`src/rtl/hazard_control_unit_pkg.sv`:
```
// rtl/hazard_control_unit_pkg.sv - shared encodings for the pipeline hazard control unit
package hazard_control_unit_pkg;

    localparam logic [1:0] FWD_RF      = 2'b00;
    localparam logic [1:0] FWD_W       = 2'b01;
    localparam logic [1:0] FWD_M       = 2'b10;
    localparam logic [1:0] RESULT_LOAD = 2'b01;

    typedef enum logic {
        ST_IDLE = 1'b0,
        ST_WAIT = 1'b1
    } mem_state_t;

    // M is the younger producer, so it wins over W; x0 never forwards.
    function automatic logic [1:0] fwd_sel(
        input logic       wr_m,
        input logic [4:0] rd_m,
        input logic       wr_w,
        input logic [4:0] rd_w,
        input logic [4:0] rs
    );
        if (wr_m && (rd_m != 5'd0) && (rd_m == rs)) begin
            return FWD_M;
        end else if (wr_w && (rd_w != 5'd0) && (rd_w == rs)) begin
            return FWD_W;
        end else begin
            return FWD_RF;
        end
    endfunction

endpackage

```
`src/rtl/hazard_control_unit_if.sv`:
```
// rtl/hazard_control_unit_if.sv - pipeline-to-hazard-unit signal bundle
interface hazard_control_unit_if #(
    parameter int CNT_W = 32
);
    logic [4:0]       rs1D;
    logic [4:0]       rs2D;
    logic [4:0]       rs1E;
    logic [4:0]       rs2E;
    logic [4:0]       RdE;
    logic [4:0]       RdM;
    logic [4:0]       RdW;
    logic             RegWriteM;
    logic             RegWriteW;
    logic [1:0]       ResultSrcE;
    logic             PCSrcE;
    logic             MemReqM;
    logic             mem_ready;
    logic             StallF;
    logic             StallD;
    logic             StallE;
    logic             StallM;
    logic             FlushD;
    logic             FlushE;
    logic             FlushW;
    logic [1:0]       ForwardAE;
    logic [1:0]       ForwardBE;
    logic             mem_fault;
    logic [CNT_W-1:0] stall_cycles;
    logic [CNT_W-1:0] flush_events;

    modport master (
        output rs1D, rs2D, rs1E, rs2E, RdE, RdM, RdW,
        output RegWriteM, RegWriteW, ResultSrcE, PCSrcE, MemReqM, mem_ready,
        input  StallF, StallD, StallE, StallM, FlushD, FlushE, FlushW,
        input  ForwardAE, ForwardBE, mem_fault, stall_cycles, flush_events
    );

    modport slave (
        input  rs1D, rs2D, rs1E, rs2E, RdE, RdM, RdW,
        input  RegWriteM, RegWriteW, ResultSrcE, PCSrcE, MemReqM, mem_ready,
        output StallF, StallD, StallE, StallM, FlushD, FlushE, FlushW,
        output ForwardAE, ForwardBE, mem_fault, stall_cycles, flush_events
    );

endinterface

```
`src/rtl/hazard_control_unit_forward_unit.sv`:
```
// rtl/hazard_control_unit_forward_unit.sv - E-stage operand forwarding selects
module hazard_control_unit_forward_unit
    import hazard_control_unit_pkg::*;
(
    input  logic [4:0] rs1E,
    input  logic [4:0] rs2E,
    input  logic [4:0] RdM,
    input  logic [4:0] RdW,
    input  logic       RegWriteM,
    input  logic       RegWriteW,
    output logic [1:0] ForwardAE,
    output logic [1:0] ForwardBE
);

    always_comb begin
        ForwardAE = fwd_sel(RegWriteM, RdM, RegWriteW, RdW, rs1E);
        ForwardBE = fwd_sel(RegWriteM, RdM, RegWriteW, RdW, rs2E);
    end

endmodule

```
`src/rtl/hazard_control_unit.sv`:
```
// rtl/hazard_control_unit.sv - stall/flush/forward sequencer for the 5-stage core
module hazard_control_unit
    import hazard_control_unit_pkg::*;
#(
    parameter int MEM_TIMEOUT = 16,
    parameter int CNT_W       = 32
) (
    input  logic                 clk,
    input  logic                 rst,
    hazard_control_unit_if.slave bus
);

    localparam int WAIT_W = $clog2(MEM_TIMEOUT) + 1;

    mem_state_t        state;
    mem_state_t        state_nxt;
    logic [WAIT_W-1:0] wait_cnt;
    logic [WAIT_W-1:0] wait_cnt_nxt;
    logic              fault_set;
    logic              fault;
    logic              timeout_hit;
    logic              mem_stall;
    logic              lw_stall;
    logic              stall_f;
    logic              stall_d;
    logic              stall_e;
    logic              stall_m;
    logic              flush_d;
    logic              flush_e;
    logic              flush_w;
    logic [1:0]        fwd_a;
    logic [1:0]        fwd_b;
    logic [CNT_W-1:0]  stall_cnt;
    logic [CNT_W-1:0]  flush_cnt;

    hazard_control_unit_forward_unit u_forward (
        .rs1E      (bus.rs1E),
        .rs2E      (bus.rs2E),
        .RdM       (bus.RdM),
        .RdW       (bus.RdW),
        .RegWriteM (bus.RegWriteM),
        .RegWriteW (bus.RegWriteW),
        .ForwardAE (fwd_a),
        .ForwardBE (fwd_b)
    );

    assign timeout_hit = (state == ST_WAIT) && (wait_cnt == WAIT_W'(MEM_TIMEOUT - 1));
    assign mem_stall   = bus.MemReqM && !bus.mem_ready && !timeout_hit;
    assign lw_stall    = (bus.ResultSrcE == RESULT_LOAD) && (bus.RdE != 5'd0) &&
                         ((bus.RdE == bus.rs1D) || (bus.RdE == bus.rs2D));

    always_ff @(posedge clk) begin
        if (rst) begin
            state    <= ST_IDLE;
            wait_cnt <= '0;
            fault    <= 1'b0;
        end else begin
            state    <= state_nxt;
            wait_cnt <= wait_cnt_nxt;
            if (fault_set) begin
                fault <= 1'b1;
            end
        end
    end

    always_comb begin
        state_nxt    = state;
        wait_cnt_nxt = wait_cnt;
        fault_set    = 1'b0;
        case (state)
            ST_IDLE: begin
                if (bus.MemReqM && !bus.mem_ready) begin
                    state_nxt    = ST_WAIT;
                    wait_cnt_nxt = WAIT_W'(1);
                end
            end
            ST_WAIT: begin
                if (!bus.MemReqM || bus.mem_ready) begin
                    state_nxt    = ST_IDLE;
                    wait_cnt_nxt = '0;
                end else if (timeout_hit) begin
                    // Give up on the access: release the pipe and flag it.
                    state_nxt    = ST_IDLE;
                    wait_cnt_nxt = '0;
                    fault_set    = 1'b1;
                end else begin
                    wait_cnt_nxt = wait_cnt + WAIT_W'(1);
                end
            end
            default: begin
                state_nxt    = ST_IDLE;
                wait_cnt_nxt = '0;
            end
        endcase
    end

    // A memory freeze holds any pending redirect or load-use stall in place.
    always_comb begin
        stall_f = 1'b0;
        stall_d = 1'b0;
        stall_e = 1'b0;
        stall_m = 1'b0;
        flush_d = 1'b0;
        flush_e = 1'b0;
        flush_w = 1'b0;
        if (!rst) begin
            if (mem_stall) begin
                stall_f = 1'b1;
                stall_d = 1'b1;
                stall_e = 1'b1;
                stall_m = 1'b1;
                flush_w = 1'b1;
            end else if (bus.PCSrcE) begin
                flush_d = 1'b1;
                flush_e = 1'b1;
            end else if (lw_stall) begin
                stall_f = 1'b1;
                stall_d = 1'b1;
                flush_e = 1'b1;
            end
        end
    end

    always_ff @(posedge clk) begin
        if (rst) begin
            stall_cnt <= '0;
            flush_cnt <= '0;
        end else begin
            if (stall_f) begin
                stall_cnt <= stall_cnt + CNT_W'(1);
            end
            if (bus.PCSrcE && flush_d) begin
                flush_cnt <= flush_cnt + CNT_W'(1);
            end
        end
    end

    assign bus.StallF       = stall_f;
    assign bus.StallD       = stall_d;
    assign bus.StallE       = stall_e;
    assign bus.StallM       = stall_m;
    assign bus.FlushD       = flush_d;
    assign bus.FlushE       = flush_e;
    assign bus.FlushW       = flush_w;
    assign bus.ForwardAE    = fwd_a;
    assign bus.ForwardBE    = fwd_b;
    assign bus.mem_fault    = fault;
    assign bus.stall_cycles = stall_cnt;
    assign bus.flush_events = flush_cnt;

endmodule
```
`src/flat_wrapper.sv`:
```
// flat-port wrapper written by rule: the top's interface ports become plain ports
module hazard_control_unit_flat import hazard_control_unit_pkg::*;
#(
    parameter int MEM_TIMEOUT = 16,
    parameter int CNT_W       = 32
)
  (clk, rst, bus_rs1D, bus_rs2D, bus_rs1E, bus_rs2E, bus_RdE, bus_RdM, bus_RdW, bus_RegWriteM, bus_RegWriteW, bus_ResultSrcE, bus_PCSrcE, bus_MemReqM, bus_mem_ready, bus_StallF, bus_StallD, bus_StallE, bus_StallM, bus_FlushD, bus_FlushE, bus_FlushW, bus_ForwardAE, bus_ForwardBE, bus_mem_fault, bus_stall_cycles, bus_flush_events);
  hazard_control_unit_if #(.CNT_W(CNT_W)) bus_i ();
  input  logic clk;
  input  logic rst;
  input wire logic [$bits(bus_i.rs1D)-1:0] bus_rs1D;
  input wire logic [$bits(bus_i.rs2D)-1:0] bus_rs2D;
  input wire logic [$bits(bus_i.rs1E)-1:0] bus_rs1E;
  input wire logic [$bits(bus_i.rs2E)-1:0] bus_rs2E;
  input wire logic [$bits(bus_i.RdE)-1:0] bus_RdE;
  input wire logic [$bits(bus_i.RdM)-1:0] bus_RdM;
  input wire logic [$bits(bus_i.RdW)-1:0] bus_RdW;
  input wire logic [$bits(bus_i.RegWriteM)-1:0] bus_RegWriteM;
  input wire logic [$bits(bus_i.RegWriteW)-1:0] bus_RegWriteW;
  input wire logic [$bits(bus_i.ResultSrcE)-1:0] bus_ResultSrcE;
  input wire logic [$bits(bus_i.PCSrcE)-1:0] bus_PCSrcE;
  input wire logic [$bits(bus_i.MemReqM)-1:0] bus_MemReqM;
  input wire logic [$bits(bus_i.mem_ready)-1:0] bus_mem_ready;
  output wire logic [$bits(bus_i.StallF)-1:0] bus_StallF;
  output wire logic [$bits(bus_i.StallD)-1:0] bus_StallD;
  output wire logic [$bits(bus_i.StallE)-1:0] bus_StallE;
  output wire logic [$bits(bus_i.StallM)-1:0] bus_StallM;
  output wire logic [$bits(bus_i.FlushD)-1:0] bus_FlushD;
  output wire logic [$bits(bus_i.FlushE)-1:0] bus_FlushE;
  output wire logic [$bits(bus_i.FlushW)-1:0] bus_FlushW;
  output wire logic [$bits(bus_i.ForwardAE)-1:0] bus_ForwardAE;
  output wire logic [$bits(bus_i.ForwardBE)-1:0] bus_ForwardBE;
  output wire logic [$bits(bus_i.mem_fault)-1:0] bus_mem_fault;
  output wire logic [$bits(bus_i.stall_cycles)-1:0] bus_stall_cycles;
  output wire logic [$bits(bus_i.flush_events)-1:0] bus_flush_events;
  assign bus_i.rs1D = bus_rs1D;
  assign bus_i.rs2D = bus_rs2D;
  assign bus_i.rs1E = bus_rs1E;
  assign bus_i.rs2E = bus_rs2E;
  assign bus_i.RdE = bus_RdE;
  assign bus_i.RdM = bus_RdM;
  assign bus_i.RdW = bus_RdW;
  assign bus_i.RegWriteM = bus_RegWriteM;
  assign bus_i.RegWriteW = bus_RegWriteW;
  assign bus_i.ResultSrcE = bus_ResultSrcE;
  assign bus_i.PCSrcE = bus_PCSrcE;
  assign bus_i.MemReqM = bus_MemReqM;
  assign bus_i.mem_ready = bus_mem_ready;
  assign bus_StallF = bus_i.StallF;
  assign bus_StallD = bus_i.StallD;
  assign bus_StallE = bus_i.StallE;
  assign bus_StallM = bus_i.StallM;
  assign bus_FlushD = bus_i.FlushD;
  assign bus_FlushE = bus_i.FlushE;
  assign bus_FlushW = bus_i.FlushW;
  assign bus_ForwardAE = bus_i.ForwardAE;
  assign bus_ForwardBE = bus_i.ForwardBE;
  assign bus_mem_fault = bus_i.mem_fault;
  assign bus_stall_cycles = bus_i.stall_cycles;
  assign bus_flush_events = bus_i.flush_events;
  hazard_control_unit #(.MEM_TIMEOUT(MEM_TIMEOUT), .CNT_W(CNT_W)) u_core (.clk(clk), .rst(rst), .bus(bus_i));
endmodule
```
`config.mk`:
```
export PLATFORM = sky130hd
export DESIGN_NAME = hazard_control_unit_flat
export DESIGN_NICKNAME = d
export VERILOG_FILES = /design/src/rtl/hazard_control_unit_pkg.sv /design/src/rtl/hazard_control_unit_if.sv /design/src/rtl/hazard_control_unit_forward_unit.sv /design/src/rtl/hazard_control_unit.sv /design/src/flat_wrapper.sv
export SDC_FILE = /design/constraint.sdc
export NUM_CORES = 1
export LEC_CHECK = 0
export BUFFER_PORTS_ARGS = -buffer_cell sky130_fd_sc_hd__clkbuf_2
export CORE_MARGIN = 8
export CORE_UTILIZATION = 50
export DETAILED_ROUTE_END_ITERATION = 10
export PLACE_DENSITY = 0.9
export REMOVE_ABC_BUFFERS = 1
export SLEW_MARGIN = 0
export SYNTH_ARGS = -nofsm -noshare
export SYNTH_HDL_FRONTEND = slang
export SYNTH_SLANG_ARGS = --single-unit
```
`constraint.sdc`:
```
create_clock -name clk -period 3.15 [get_ports clk]
set_input_delay 0.63 -clock clk [delete_from_list [all_inputs] [get_ports clk]]
set_output_delay 0.63 -clock clk [all_outputs]
set_load 0.02 [all_outputs]
```
Word-level counts from Yosys, hierarchy flattened. Cells that the tools add are included.

Register bits after elaboration: 71. Input port bits: 44. Output and inout port bits: 76. Logic and storage cells: 65.

Reductions and logical operators: 20. Mux-type cells: 27. Equal/unequal tests: 9. Bitwise operators: 1. Add/subtract/negate cells: 3.

Operators with widths (number): 32-bit by 1-bit adder with 32-bit output (second input constant) (2); 5-bit equality test (6); 1-bit 2-to-1 mux (20); 5-bit 2-to-1 mux (3); 5-bit nonzero test (3); 1-bit logical AND (12); 5-bit case mux with 2 select lines (1); 5-bit by 1-bit adder with 5-bit output (second input constant) (1); 5-bit by 4-bit equality test with 1-bit output (second input constant) (1); 2-bit 2-to-1 mux (2); 1-bit logical NOT (3); 2-bit by 1-bit equality test with 1-bit output (second input constant) (1); 1-bit logical OR (2); 2-bit by 1-bit inequality test with 1-bit output (second input constant) (1); 1-bit case mux with 2 select lines (1); 1-bit NOT (1).

Logic depth before layout (Yosys ltp).
Depth after elaboration: 7. Mapped depth: 9.

By module. From an unflattened synthesis, not the netlist that was laid out.

Cell total of the unflattened synthesis: 464. Area total of the unflattened synthesis: 3804.9 sq um.

By module, submodules not included: hazard_control_unit (cells each 430, area an instance 3547.2 sq um, times used 1, sequential area each 1421.4 sq um); hazard_control_unit_forward_unit (cells each 34, area an instance 257.7 sq um, times used 1, sequential area each 0.0 sq um).

Worst setup path before layout. OpenSTA, ideal clock, no wires.

Path kind: input -> output. From: input port bus_RdE[2]. To: output port bus_StallF. Stages on the path: 8. Slack: 0.204 ns. Required time: 2.520 ns. Arrival: 2.316 ns. Cells stage by stage: xor2_1 nor3_2 a22oi_1 o32a_4 buf_2 buf_2 nor2_1 buf_4.

Cells in the longest elaborated chain, start to end: 7. Elaborated cells between the ends (all ways): 10.

Ends and longest elaborated chain: start: declaration (line flat_wrapper.sv:15) `input wire logic [$bits(bus_i.RdE)-1:0] bus_RdE;`; 5-bit equality test or 5-bit nonzero test (tied branches) (line hazard_control_unit.sv:50, hazard_control_unit.sv:49); 1-bit logical OR or 1-bit logical AND (tied branches) (line hazard_control_unit.sv:50, hazard_control_unit.sv:49); 1-bit logical AND (*) (line hazard_control_unit.sv:49) `assign lw_stall = (bus.ResultSrcE == RESULT_LOAD) && (bus.RdE != 5'd0) &&`; 1-bit 2-to-1 mux (*) (4 in a row); end: declaration (line flat_wrapper.sv:24) `output wire logic [$bits(bus_i.StallF)-1:0] bus_StallF;`.

Mark *: on every way between the ends. The rest lies on a longest branch, timed or not.

Worst setup path after layout.
From: input port bus_RdE[0]. To: output port bus_StallD.

Cells in the longest elaborated chain, start to end: 7. Elaborated cells between the ends (all ways): 10.

Ends and longest elaborated chain: 5-bit equality test or 5-bit nonzero test (tied branches) (line hazard_control_unit.sv:50, hazard_control_unit.sv:49); 1-bit logical OR or 1-bit logical AND (tied branches) (line hazard_control_unit.sv:50, hazard_control_unit.sv:49); 1-bit logical AND (*) (line hazard_control_unit.sv:49); 1-bit 2-to-1 mux (*) (line hazard_control_unit.sv:116) `end else if (lw_stall) begin`; 1-bit 2-to-1 mux (*) (line hazard_control_unit.sv:113) `end else if (bus.PCSrcE) begin`; 1-bit 2-to-1 mux (*) (line hazard_control_unit.sv:107) `if (mem_stall) begin`; 1-bit 2-to-1 mux (*) (line hazard_control_unit.sv:106) `if (!rst) begin`; end: declaration (line flat_wrapper.sv:25) `output wire logic [$bits(bus_i.StallD)-1:0] bus_StallD;`.

Marks and branches as above.

==> out/metrics.json <==
{
  "tritoncts": {"value": "done"},
  "worst_hold_endpoint": {"value": "u_core.wait_cnt[4]"},
  "worst_ir_drop_vdd": {"value": 0.000218, "unit": "V"},
  "period_needed": {"value": 2740, "unit": "ps"},
  "multi_input_comb_area": {"value": 2150, "unit": "um2"},
  "fin_area": {"value": 4580, "unit": "um2"},
  "detailedPlacementHpwl": {"value": 7240, "unit": "um"},
  "clock_tree.htree_level_count": {"value": 3},
  "detail_route.drc_violations": {"value": 0},
  "ctsHoldBuffers": {"value": 0},
  "dieArea": {"value": 10500, "unit": "um2"},
  "vias": {"value": 3751},
  "routabilityCongestion": {"value": 0.761},
  "routed_wirelength": {"value": 9600, "unit": "um"},
  "grt-busiest-layer": {"value": "met2"},
  "critical_path_fanouts_max": {"value": 24},
  "global_route.usage.total": {"value": 18.7, "unit": "%"},
  "drtIter0Drc": {"value": 135},
  "max-cap-violations": {"value": 0},
  "worst_path_max_delay_cell": {"value": "sky130_fd_sc_hd__or4_1"},
  "num_antenna_cells": {"value": 0},
  "critical_path_required": {"value": 2520, "unit": "ps"},
  "start_util": {"value": 51.6, "unit": "%"},
  "antenna_found_initial": {"value": 0},
  "post_cts_resized": {"value": 0},
  "measured_slew_at_the_worst_slew_check_pin": {"value": 638, "unit": "ps"},
  "timing.max_slew.rel_slack": {"value": 57.5, "unit": "%"},
  "synth_enable_flop_cells": {"value": 0},
  "synth.cells.most_frequent": {"value": "sky130_fd_sc_hd__dfxtp_1 (71), sky130_fd_sc_hd__a21oi_1 (46), sky130_fd_sc_hd__o21ai_0 (37)"},
  "leakage": {"value": 1.76, "unit": "nW"},
  "rows": {"value": 31},
  "gr-usage-met1": {"value": 21.9, "unit": "%"},
  "synth-compound-area-share": {"value": 15.2, "unit": "%"},
  "first_pass_grt_wire_length": {"value": 16200, "unit": "um"},
  "finalCritPeriodShare": {"value": 87.1, "unit": "%"},
  "hold_path.class": {"value": "flip-flop to flip-flop"},
  "setup-tns-final": {"value": 0, "unit": "ps"},
  "cts_setup_buffers": {"value": 0},
  "flow.area_growth_from_synthesis": {"value": 22.9, "unit": "%"},
  "ctsRootBufferMaster": {"value": "sky130_fd_sc_hd__clkbuf_8"},
  "hold_start": {"value": "u_core.wait_cnt[4]"},
  "place_area": {"value": 4370, "unit": "um2"},
  "overall_die_height": {"value": 102, "unit": "um"},
  "maxClockFrequency": {"value": 0.364, "unit": "GHz"},
  "met3_usage": {"value": 3.88, "unit": "%"},
  "critPathKind": {"value": "input pin to primary output"},
  "overflow": {"value": 0},
  "cts_max_path_buffers": {"value": 2},
  "cts.sinks": {"value": 71},
  "mappedNetlistArea": {"value": 3720, "unit": "um2"},
  "yosys.cell_count.top_type": {"value": "sky130_fd_sc_hd__dfxtp_1"},
  "setup_viol": {"value": 0},
  "top_cell_type_s_share_of_synthesized_area": {"value": 38.2, "unit": "%"},
  "timing.rr.end": {"value": "u_core.bus.flush_events[31]"},
  "via_density": {"value": 5.54},
  "global_route.usage.met2": {"value": 33.0, "unit": "%"},
  "result_of_the_run": {"value": "complete, no violations"},
  "timing.clock.skew": {"value": 8.44, "unit": "ps"},
  "post-layout-total-power": {"value": 0.00181, "unit": "W"},
  "synthDistinctLibCells": {"value": 42},
  "synthAdderAreaFrac": {"value": 1.01, "unit": "%"},
  "unrepaired_setup_endpoints_after_global_routing": {"value": "no"},
  "synth_area_leader_cell": {"value": "sky130_fd_sc_hd__dfxtp_1"},
  "dp_cells": {"value": 661},
  "finalNonFillerCells": {"value": 677},
  "core_region_area": {"value": 7210, "unit": "um2"},
  "dominantRegCellSynth": {"value": "sky130_fd_sc_hd__dfxtp_1"},
  "worst_setup_path_start_kind": {"value": "input pin"},
  "avgSynthCellArea": {"value": 8.09, "unit": "um2"},
  "clkLatencyLatePin": {"value": 330, "unit": "ps"},
  "synth-async-reset-ratio": {"value": 0, "unit": "%"},
  "fraction_of_synthesized_cell_area_in_xor_and_xnor_cells": {"value": 11.5, "unit": "%"},
  "num_cts_buffers": {"value": 9},
  "ant_nets": {"value": 0},
  "design.portCount": {"value": 120},
  "n_fill_cell": {"value": 651},
  "final_hold_viols": {"value": 0},
  "grt_start_max_net_pins": {"value": 63},
  "synthCells": {"value": 460},
  "report.final.slew_viol_count": {"value": 0},
  "firstDrtPassIters": {"value": 4},
  "synth_top_family_by_area": {"value": "simple AND/OR/NAND/NOR gates"},
  "first_global_vias": {"value": 3634},
  "timing.critical_path.slowest_cell_delay": {"value": 510, "unit": "ps"},
  "timing.critical_path.to_type": {"value": "primary output"},
  "r2r-start": {"value": "u_core.wait_cnt[0]"},
  "whs_path_cells": {"value": 1},
  "post_route_cells_drive_above_1_share": {"value": 24.7, "unit": "%"},
  "wl_per_cell": {"value": 14.2, "unit": "um"},
  "power_density": {"value": 394, "unit": "nW/um2"},
  "yosys_register_bits": {"value": 71},
  "clk_transition_reported_paths": {"value": 70, "unit": "ps"},
  "synth.mux.area_fraction": {"value": 0.571, "unit": "%"},
  "synth-simple-area-share": {"value": 29.5, "unit": "%"},
  "critical-path-top-cell-by-count": {"value": "sky130_fd_sc_hd__clkbuf_2"},
  "synth_area_leaders": {"value": "sky130_fd_sc_hd__dfxtp_1 (38%), sky130_fd_sc_hd__xor2_1 (7.8%), sky130_fd_sc_hd__a21oi_1 (6.2%)"},
  "yosysSeqAreaShare": {"value": 38.2, "unit": "%"},
  "critical_path.cell_chain": {"value": "clkbuf_2 > or4_1 > o21ai_0 > o32a_4 > nor2_1 > clkbuf_2"},
  "dieWidth": {"value": 102, "unit": "um"},
  "reg2regPathDepth": {"value": 7},
  "synth_warnings": {"value": 0},
  "worstPathArrival": {"value": 2110, "unit": "ps"},
  "final_stage_net_count": {"value": 620},
  "ff2ff_setup_slack": {"value": 730, "unit": "ps"},
  "footprint_of_the_flip_flops_and_latches": {"value": 1420, "unit": "um2"},
  "portBuffers": {"value": 119}
}
[worst max-delay path: cells and delay by family]
| family | cells | cell delay (ps) |
|---|---|---|
| AO/OA/AOI/OAI | 2 | 600 |
| buffers and inverters | 2 | 280 |
| AND/OR/NAND/NOR | 2 | 600 |
[through the flow]
step	util [%]	setup WS (ps)	hold slack [ps]
floorplan	-	273	450
global placement	60.6	416	462
detailed placement	60.6	388	479
CTS	63.4	388	486
global route	63.4	267	501
finish	63.4	405	487
[kinds of logic (layout without fill, tap and decap cells)]
group,Yosys count,after routing
buffers and inverters,34,152
flip-flops,71,71
multiplexers,2,2
adder cells (fa/ha/maj),3,3
AND/OR/NAND/NOR,201,201
AO/OA/AOI/OAI,100,100
XOR/XNOR,49,49
[registers in the layout, indices dropped and copies added (netlist names)]
signal / flops
u_core.state: 1
u_core.bus.mem_fault: 1
u_core.bus.flush_events: 32
u_core.bus.stall_cycles: 32
u_core.wait_cnt: 5
[layout make-up]
cell class              count  share of cell area (%)
multi-input cells         355                    47.0
repair buffers            123                    13.7
clock buffers              11                    3.31
flip-flops and latches     71                    31.1
clock inverters             5                    1.23
inverters                  13                    1.07
well taps                  99                    2.71
[cells in the final DEF, fill, tap and decap left out, types with 2 or more instances in the layout]
cell type,instances
sky130_fd_sc_hd__clkbuf_2,119
sky130_fd_sc_hd__dfxtp_1,71
sky130_fd_sc_hd__a21oi_1,46
sky130_fd_sc_hd__o21ai_0,37
sky130_fd_sc_hd__nor2_1,36
sky130_fd_sc_hd__xor2_1,33
sky130_fd_sc_hd__or3_1,33
sky130_fd_sc_hd__nand2_1,25
sky130_fd_sc_hd__nand3_1,22
sky130_fd_sc_hd__nand4_1,22
sky130_fd_sc_hd__xnor2_1,16
sky130_fd_sc_hd__or4_1,15
sky130_fd_sc_hd__nor3_1,13
sky130_fd_sc_hd__inv_1,13
sky130_fd_sc_hd__clkbuf_8,11
sky130_fd_sc_hd__and3_1,10
sky130_fd_sc_hd__o31ai_1,10
sky130_fd_sc_hd__and2_1,6
sky130_fd_sc_hd__nor4_1,6
sky130_fd_sc_hd__buf_4,4
sky130_fd_sc_hd__ha_1,3
sky130_fd_sc_hd__nor2b_1,2
sky130_fd_sc_hd__and4_1,2
sky130_fd_sc_hd__and2_0,2
sky130_fd_sc_hd__clkinv_2,2
[per-layer routing]
| layer | vias to the layer above | part of all wire (%) | routed length, um |
|---|---|---|---|
| met5 | - | 0 | 0 |
| met4 | 0 | 1.1 | 104 |
| met3 | 9 | 4.2 | 402 |
| met2 | 81 | 50 | 4820 |
| met1 | 1758 | 44 | 4270 |
| li1 | 1903 | - | - |
[worst max path at each step]
stage	from	to	depth (start not counted)
floorplan	bus_RdM[1]	bus_ForwardAE[0]	4
global placement	bus_RdE[0]	bus_StallF	6
detailed placement	bus_RdE[0]	bus_StallD	6
CTS	bus_RdE[0]	bus_StallD	6
global route	bus_RdM[1]	bus_ForwardAE[0]	6
finish	bus_RdE[0]	bus_StallD	6
[power by group]
part	total [W]	switching (W)	internal (W)	leakage, nW
clock	0.000746	0.000338	0.000408	0.105
sequential	0.000909	0.00000676	0.000902	0.572
combinational	0.000151	0.0000905	0.0000601	1.08
total	0.00181	0.000436	0.00137	1.76
No activity file was read; power rests on OpenSTA's default activity.
